$ cat config.mk
export PLATFORM = sky130hd
export DESIGN_NAME = tx_header_serializer_bluetooth
export DESIGN_NICKNAME = d
export VERILOG_FILES = /design/src/rtl/ble_hdr_pkg.sv /design/src/rtl/hec8_lfsr_step.sv /design/src/rtl/tx_header_serializer_bluetooth.sv
export SDC_FILE = /design/constraint.sdc
export NUM_CORES = 1
export LEC_CHECK = 0
export ABC_AREA = 0
export BUFFER_PORTS_ARGS = -buffer_cell sky130_fd_sc_hd__buf_2
export CORE_ASPECT_RATIO = 0.8
export CORE_MARGIN = 5
export CORE_UTILIZATION = 40
export CTS_BUF_LIST = sky130_fd_sc_hd__clkbuf_8
export DETAILED_ROUTE_END_ITERATION = 8
export GPL_TIMING_DRIVEN = 0
export SYNTH_ARGS = -nofsm -noshare
export SYNTH_HDL_FRONTEND = slang
export SYNTH_SLANG_ARGS = --single-unit
$ cat constraint.sdc
create_clock -name clk -period 1.63 [get_ports clk]
set_input_delay 0.2445 -clock clk [delete_from_list [all_inputs] [get_ports clk]]
set_output_delay 0.2445 -clock clk [all_outputs]
set_load 0.01 [all_outputs]
$ cat src/rtl/ble_hdr_pkg.sv
// Shared constants for the Bluetooth BR packet-header path (TX serializer, RX HEC check).
// Header layout is {seqn, arqn, flow, pkt_type, lt_addr}; bit 0 goes on air first.
package ble_hdr_pkg;

   localparam int HDR_LEN = 10;
   localparam int HEC_LEN = 8;

   // x^8 + x^7 + x^5 + x^2 + x + 1 without the x^8 term
   localparam logic [7:0] HEC_POLY_MASK = 8'hA7;

   localparam logic [2:0] ST_IDLE = 3'd0;
   localparam logic [2:0] ST_LOAD = 3'd1;
   localparam logic [2:0] ST_HDR  = 3'd2;
   localparam logic [2:0] ST_HEC  = 3'd3;
   localparam logic [2:0] ST_DONE = 3'd4;

   localparam int LT_ADDR_OFS = 0;
   localparam int TYPE_OFS    = 3;
   localparam int FLOW_OFS    = 7;
   localparam int ARQN_OFS    = 8;
   localparam int SEQN_OFS    = 9;

   function automatic logic [HDR_LEN-1:0] pack_header(
      input logic [2:0] lt_addr,
      input logic [3:0] pkt_type,
      input logic       flow,
      input logic       arqn,
      input logic       seqn
   );
      logic [HDR_LEN-1:0] h;
      h                       = '0;
      h[LT_ADDR_OFS +: 3]     = lt_addr;
      h[TYPE_OFS +: 4]        = pkt_type;
      h[FLOW_OFS]             = flow;
      h[ARQN_OFS]             = arqn;
      h[SEQN_OFS]             = seqn;
      return h;
   endfunction

endpackage

$ cat src/rtl/hec8_lfsr_step.sv
// One step of the Bluetooth HEC-8 LFSR, shared by the TX serializer and RX HEC checker.
module hec8_lfsr_step (
   input  logic [7:0] lfsr,
   input  logic       d,
   output logic [7:0] lfsr_next
);
   import ble_hdr_pkg::*;

   logic fb;

   always_comb begin
      fb        = lfsr[7] ^ d;
      lfsr_next = {lfsr[6:0], 1'b0} ^ (fb ? HEC_POLY_MASK : 8'h00);
   end

endmodule

$ cat src/rtl/tx_header_serializer_bluetooth.sv
// Bluetooth BR header transmit stage: 10 header bits LSB-first, then 8 HEC bits MSB-first,
// with a valid/ready bit handshake toward the modulator / FEC 1/3 encoder.
module tx_header_serializer_bluetooth #(
   parameter int HDR_LEN = ble_hdr_pkg::HDR_LEN,
   parameter int HEC_LEN = ble_hdr_pkg::HEC_LEN,
   parameter int CNT_W   = 5
) (
   input  logic       clk,
   input  logic       reset,
   input  logic       start,
   input  logic       abort,
   input  logic [2:0] lt_addr,
   input  logic [3:0] pkt_type,
   input  logic       flow,
   input  logic       arqn,
   input  logic       seqn,
   input  logic [7:0] uap_dci,
   input  logic       bit_ready,
   output logic       bit_out,
   output logic       bit_valid,
   output logic       hec_phase,
   output logic       busy,
   output logic       done
);
   import ble_hdr_pkg::*;

   if ((1 << CNT_W) <= (HDR_LEN + HEC_LEN)) begin : g_bad_cnt_w
      $error("CNT_W too small for HDR_LEN + HEC_LEN");
   end

   logic [2:0]         state_reg, state_next;
   logic [CNT_W-1:0]   cnt_reg, cnt_next;
   logic [HDR_LEN-1:0] hdr_reg, hdr_next;
   logic [HEC_LEN-1:0] lfsr_reg, lfsr_next;
   logic [HEC_LEN-1:0] hecsr_reg, hecsr_next;
   logic [HEC_LEN-1:0] lfsr_stepped;
   logic [HEC_LEN-1:0] preset_rev;
   logic               xfer;
   logic               hdr_last;
   logic               hec_last;

   // The LFSR is preset bit-reversed: lfsr[i] = uap_dci[7-i]
   for (genvar gi = 0; gi < HEC_LEN; gi++) begin : g_preset_rev
      assign preset_rev[gi] = uap_dci[HEC_LEN-1-gi];
   end

   hec8_lfsr_step u_hec_step (
      .lfsr      (lfsr_reg),
      .d         (bit_out),
      .lfsr_next (lfsr_stepped)
   );

   always_comb begin
      bit_valid = 1'b0;
      bit_out   = 1'b0;
      hec_phase = 1'b0;
      busy      = (state_reg != ST_IDLE);
      done      = (state_reg == ST_DONE);
      case (state_reg)
         ST_HDR: begin
            bit_valid = 1'b1;
            // hdr_reg shifts right on every transfer, so bit 0 is always hdr[counter]
            bit_out   = hdr_reg[0];
         end
         ST_HEC: begin
            bit_valid = 1'b1;
            bit_out   = hecsr_reg[HEC_LEN-1];
            hec_phase = 1'b1;
         end
         default: ;
      endcase
   end

   assign xfer     = bit_valid && bit_ready;
   assign hdr_last = (cnt_reg == CNT_W'(HDR_LEN - 1));
   assign hec_last = (cnt_reg == CNT_W'(HEC_LEN - 1));

   always_comb begin
      state_next = state_reg;
      cnt_next   = cnt_reg;
      hdr_next   = hdr_reg;
      lfsr_next  = lfsr_reg;
      hecsr_next = hecsr_reg;
      case (state_reg)
         ST_IDLE: begin
            if (start) begin
               hdr_next   = pack_header(lt_addr, pkt_type, flow, arqn, seqn);
               lfsr_next  = preset_rev;
               cnt_next   = '0;
               state_next = ST_LOAD;
            end
         end
         ST_LOAD: begin
            cnt_next   = '0;
            state_next = ST_HDR;
         end
         ST_HDR: begin
            if (xfer) begin
               lfsr_next = lfsr_stepped;
               hdr_next  = hdr_reg >> 1;
               if (hdr_last) begin
                  // the 10th step's result is the HEC; go straight on without a bubble
                  hecsr_next = lfsr_stepped;
                  cnt_next   = '0;
                  state_next = ST_HEC;
               end else begin
                  cnt_next = cnt_reg + 1'b1;
               end
            end
         end
         ST_HEC: begin
            if (xfer) begin
               hecsr_next = {hecsr_reg[HEC_LEN-2:0], 1'b0};
               if (hec_last) begin
                  cnt_next   = '0;
                  state_next = ST_DONE;
               end else begin
                  cnt_next = cnt_reg + 1'b1;
               end
            end
         end
         ST_DONE: begin
            state_next = ST_IDLE;
         end
         default: begin
            state_next = ST_IDLE;
            cnt_next   = '0;
         end
      endcase
      if (abort) begin
         state_next = ST_IDLE;
         cnt_next   = '0;
      end
   end

   always_ff @(posedge clk) begin
      if (reset) begin
         state_reg <= ST_IDLE;
         cnt_reg   <= '0;
         hdr_reg   <= '0;
         lfsr_reg  <= '0;
         hecsr_reg <= '0;
      end else begin
         state_reg <= state_next;
         cnt_reg   <= cnt_next;
         hdr_reg   <= hdr_next;
         lfsr_reg  <= lfsr_next;
         hecsr_reg <= hecsr_next;
      end
   end

endmodule

==> run_results.csv, run 1 <==
group,metric,value,unit
pwr,intPower,1.37,mW
pwr,power_density,805,mW/mm2
layout,diodes,0,
route,drc_errors,0,
timing,clock.fmax,0.623,GHz
pwr,swShare,29.8,%
layout,largest_register_ffs,10,
layout,seq_area,686,um2
logic_synthesis,synth-seq-area-share,33.1,%
layout,multiInputGateArea,0.00122,mm2
placed_design,place_ws,0.0561,ns
pwr,p_leak,0.932,nW
clock_tree,cts_tree,"yes",
placed_design,post_dp_cell_area,0.00227,mm2
critical_path,crit_arrival,1.36,ns
critical_path,required,1.39,ns
logic_synthesis,ys_seq_elements,34,
pwr,clkPwrFrac,30.2,%
critical_path,endpoint_kind,"output pin",
die,die_x,90.2,um
pwr,p_switching,582,uW
timing,final_max_slew_viol_count,0,
timing,setup_violations,0,
timing,fin_hold_ws,0.220,ns
logic_synthesis,synthFlopType,"dfxtp_1",
clock_tree,h-tree-depth,2,
timing,rsz0062_at_grt,"yes",
logic_synthesis,synth_fp_nets,264,
timing,period_minus_slack,1.60,ns
layout,fillCellCount,502,
clock_tree,clock_latency,0.28,ns
route,vias,1824,
route,wirelength,5100,um
die,ios,28,
critical_path,start_kind,"register",
logic_synthesis,synth.distinct_cells,48,
die,fp.dieH,74.1,um
die,start_util,41.1,%
global_routing,overflow,0,
route,drtIter0Drc,95,
timing,finalClockSkew,0.00395,ns
global_routing,grt_pass1_vias,1681,
flow_run,drv_cap,0,
critical_path,crit_top_cell,"buf_6",
placed_design,numPortBuffers,27,
clock_tree,cts_root_buf,"clkbuf_8",
die,core-area,0.00501,mm2
global_routing,grt_usage,15.6,%
pwr,vdd_drop_max,0.401,mV
status,outcome,"completed",
clock_tree,postCtsHoldBufs,0,
timing,worst_pin_slew,0.696,ns
layout,final_util,48.5,%
critical_path,critPathKind,"reg2out",
layout,final_cell_mix,"dfxtp_1, nand2_1, buf_2",
placed_design,dpl.hpwl,3690,um
clock_tree,cts.sinks,34,
clock_tree,path_clk_slew,0.07,ns
logic_synthesis,synthCells,239,
route,ant_nets,0,
timing,setup_ws,0.0255,ns
layout,fin_area,0.00243,mm2
critical_path,cp_slowest_stage_delay,0.38,ns
die,rows,23,
pwr,p_seq_share,47.0,%
critical_path,crit_path_top_delay_cell,"or3_4",
critical_path,crit_chain,"buf_6 -> buf_8 -> or3_4 -> buf_6",
pwr,p_total,1.95,mW
logic_synthesis,yosysWarnings,0,
worst_hold_path,hp-class,"in2reg",
layout,drive_above_1_share,30.1,%
route,detail_route.first_pass.iterations,4,
global_routing,grt_pass1_wl,8350,um
die,dieArea,0.00668,mm2
logic_synthesis,async_reset_ff_share,0,%
global_routing,grt_antenna_before_repair,0,
timing,final-hold-violation-count,0,
clock_tree,cts_made_buffers,5,
route,routed_via_density,5.40,
logic_synthesis,syn_area,0.00206,mm2
logic_synthesis,synth_edf_count,0,
timing,finalCritPeriodShare,98.4,%
layout,synthToLayoutAreaGrowth,18.1,%
pwr,p_comb_share,22.9,%
route,routedWlPerCell,15.1,um
layout,nNetsFinal,301,
global_routing,grt_max_degree,11,
logic_synthesis,avgSynthCellArea,8.60,um2
critical_path,cp_max_fo,10,
critical_path,critical_path_buf_inv_count,3,
timing,slew_headroom,53.6,%
critical_path,critical-path-top-delay-family,"buffers and inverters",
layout,layout_commonest_cell,"dfxtp_1",
clock_tree,clock_path_buffers,2,
placed_design,place_congestion,0.774,
[synthesized netlist by cell type (6+ instances only)]
library cell	n	area, um2
a311oi_2	7	105
nand2b_1	6	37.5
buf_2	9	45.0
dfxtp_1	34	681
xnor2_1	7	61.3
inv_1	6	22.5
a21oi_1	14	70.1
nand2_1	32	120
nor2_1	30	113
nand2_2	6	37.5
a311oi_1	12	105
[worst register-to-register path: cells and delay by family, from the launching register on]
kind	cells	cell delay, ns
buffers and inverters	2	0.27
AOI/OAI and AO/OA	2	0.49
DFF	1	0.31
and+or+nand+nor	2	0.40
[worst paths after layout]
path,start,to,slack (ns),cells after the start
worst max-delay path,state_reg[0],busy,0.03,4
worst min-delay path,lt_addr[2],hdr_reg[2],0.22,3
worst max register to register,state_reg[0],hecsr_reg[7],0.07,6
worst min register to register,hdr_reg[9],hdr_reg[9],0.47,2
[cell type report]
type / count / area share (%)
buffer: 20 / 6.60
inverter: 7 / 1.19
tap: 62 / 3.20
timing repair buffer: 31 / 7.06
clock buffer: 5 / 2.84
multi-input combinational: 177 / 50.5
clock inverter: 2 / 0.412
sequential: 34 / 28.2
[routing by layer]
layer / vias to the layer above / GRT usage, % / wire [um]
li1: 936 / - / -
met2: 44 / 21.7 / 2090
met1: 839 / 23.4 / 2670
met3: 5 / 3.74 / 295
met5: - / 0 / 0
met4: 0 / 5.12 / 42
[power by group through the flow]
| stage | logic (mW) | registers [mW] | clock network, mW |
|---|---|---|---|
| 2_1_floorplan | 0.322 | 0.922 | 0 |
| 3_3_place_gp | 0.418 | 0.932 | 0 |
| 3_5_place_dp | 0.422 | 0.932 | 0 |
| 4_1_cts | 0.437 | 0.914 | 0.607 |
| 5_1_grt | 0.490 | 0.925 | 0.655 |
| 6_report | 0.446 | 0.917 | 0.589 |
[through the flow]
| stage | TNS [ns] | instances |
|---|---|---|
| final | 0 | 338 |
| after global routing | -0.0196 | 338 |
| after CTS | -0.00413 | 335 |
| after detailed placement | 0 | 328 |
| after global placement | 0 | 328 |
| after floorplan | 0 | 239 |
[kinds of logic after synthesis]
family / synth area share, %
and+or+nand+nor: 26.4
AOI/OAI and AO/OA: 24.8
DFF: 33.1
buffers and inverters: 8.22
xor gates and xnor gates: 3.77
muxes: 2.43
adders and majority gates: 1.22
[repair_timing]
item / 4_1_cts / 5_1_grt
cloned: 0 / 0
setup buffers: 0 / 4
pin swaps: 0 / 1
setup endpoints to repair: 3 / 7
gates resized for setup: 9 / 11
Note: power is estimated with default switching activity, not from simulation.
==> run 2, diff against run 1 <==
--- a/config.mk
+++ b/config.mk
@@ -6,7 +6,7 @@
 export NUM_CORES = 1
 export LEC_CHECK = 0
 export ABC_AREA = 0
-export BUFFER_PORTS_ARGS = -buffer_cell sky130_fd_sc_hd__buf_2
+export BUFFER_PORTS_ARGS = -buffer_cell sky130_fd_sc_hd__buf_4
 export CORE_ASPECT_RATIO = 0.8
 export CORE_MARGIN = 5
 export CORE_UTILIZATION = 40
==> run_results.csv, run 2 (synthesis results as in run 1) <==
group,metric,value,unit
status,outcome,"completed",
pwr,power_density,801,mW/mm2
global_routing,grt_pass1_wl,8540,um
timing,period_minus_slack,1.61,ns
pwr,p_leak,0.980,nW
timing,setup_ws,0.0165,ns
layout,drive_above_1_share,31.1,%
route,drc_errors,0,
clock_tree,clock_path_buffers,2,
timing,clock.fmax,0.620,GHz
placed_design,post_dp_cell_area,0.00234,mm2
route,vias,1855,
die,core-area,0.00501,mm2
pwr,p_total,2.04,mW
route,wirelength,5200,um
placed_design,place_ws,0.0237,ns
critical_path,crit_path_top_delay_cell,"or3_4",
clock_tree,cts.sinks,34,
clock_tree,postCtsHoldBufs,0,
layout,fillCellCount,493,
clock_tree,cts_tree,"yes",
global_routing,grt_max_degree,11,
critical_path,crit_top_cell,"buf_6",
route,detail_route.first_pass.iterations,4,
die,dieArea,0.00668,mm2
placed_design,dpl.hpwl,3730,um
timing,worst_pin_slew,0.709,ns
layout,fin_area,0.00254,mm2
die,rows,23,
route,routed_via_density,5.42,
flow_run,drv_cap,0,
placed_design,numPortBuffers,27,
critical_path,required,1.39,ns
placed_design,place_congestion,0.815,
timing,final-hold-violation-count,0,
layout,multiInputGateArea,0.00122,mm2
timing,finalClockSkew,0.00487,ns
critical_path,endpoint_kind,"output pin",
critical_path,cp_slowest_stage_delay,0.39,ns
timing,finalCritPeriodShare,99.0,%
die,die_x,90.2,um
layout,layout_commonest_cell,"buf_4",
clock_tree,h-tree-depth,2,
clock_tree,clock_latency,0.28,ns
clock_tree,path_clk_slew,0.07,ns
clock_tree,cts_root_buf,"clkbuf_8",
route,ant_nets,0,
critical_path,cp_max_fo,5,
timing,rsz0062_at_grt,"yes",
timing,final_max_slew_viol_count,0,
global_routing,overflow,0,
timing,slew_headroom,52.8,%
route,drtIter0Drc,124,
layout,final_util,50.7,%
die,ios,28,
timing,setup_violations,0,
timing,finalSetupTns,0,ns
critical_path,start_kind,"register",
global_routing,grt_antenna_before_repair,0,
critical_path,critPathKind,"reg2out",
layout,largest_register_ffs,10,
pwr,vdd_drop_max,0.494,mV
global_routing,grt_pass1_vias,1732,
route,routedWlPerCell,15.2,um
die,start_util,41.1,%
layout,nNetsFinal,304,
worst_hold_path,hp-class,"in2reg",
die,fp.dieH,74.1,um
global_routing,grt_usage,15.7,%
critical_path,crit_chain,"buf_6 -> buf_8 -> or3_4 -> buf_6",
layout,final_cell_mix,"buf_4, nand2_1, dfxtp_1",
clock_tree,cts_made_buffers,5,
critical_path,crit_arrival,1.37,ns
layout,synthToLayoutAreaGrowth,23.6,%
layout,diodes,0,
layout,seq_area,686,um2
[run 2: report_power, final]
group,switching [mW],internal [mW],total [mW]
Combinational,0.246,0.233,0.479
Clock,0.308,0.335,0.643
Sequential,0.0360,0.878,0.914
Total,0.590,1.44,2.04
[run 2: final timing paths]
kind / start / to / slack [ns] / cells after the start
setup reg to reg: cnt_reg[1] / hecsr_reg[7] / 0.10 / 6
hold / removal: lt_addr[2] / hdr_reg[2] / 0.23 / 3
hold reg to reg: hdr_reg[9] / hdr_reg[9] / 0.47 / 2
setup / recovery: state_reg[0] / busy / 0.02 / 4
[run 2: critical path: cells and delay by family, from the launching register on]
family | cells | cell delay [ns]
flops | 1 | 0.32
buf+inv | 3 | 0.38
simple gates | 1 | 0.39
[run 2: cell type report]
class	instances	share of cell area [%]
buffer	21	6.65
clock buffer	6	3.25
clock inverter	2	0.345
inverter	7	1.23
multi-input combinational	177	48.1
sequential	34	27.0
tap	62	3.05
timing repair buffer	33	10.4
[run 2: timing repair]
action,CTS,global route
pin swaps,0,1
resized for setup,9,11
setup buffers,0,6
setup endpoints to repair,3,5
[run 2: metrics by stage]
| stage | std cells | hold WS (ns) |
|---|---|---|
| 2_1_floorplan | 239 | 0.407 |
| 3_3_place_gp | 328 | 0.452 |
| 3_5_place_dp | 328 | 0.455 |
| 4_1_cts | 336 | 0.228 |
| 5_1_grt | 342 | 0.242 |
| 6_report | 342 | 0.232 |
[run 2: metal layers]
metal / vias to the layer above / part of all wire (%) / GRT usage, %
met4: 0 / 0.75 / 4.46
li1: 939 / - / -
met3: 6 / 3.8 / 3.84
met5: - / 0 / 0
met1: 872 / 54 / 23.5
met2: 38 / 42 / 22.4
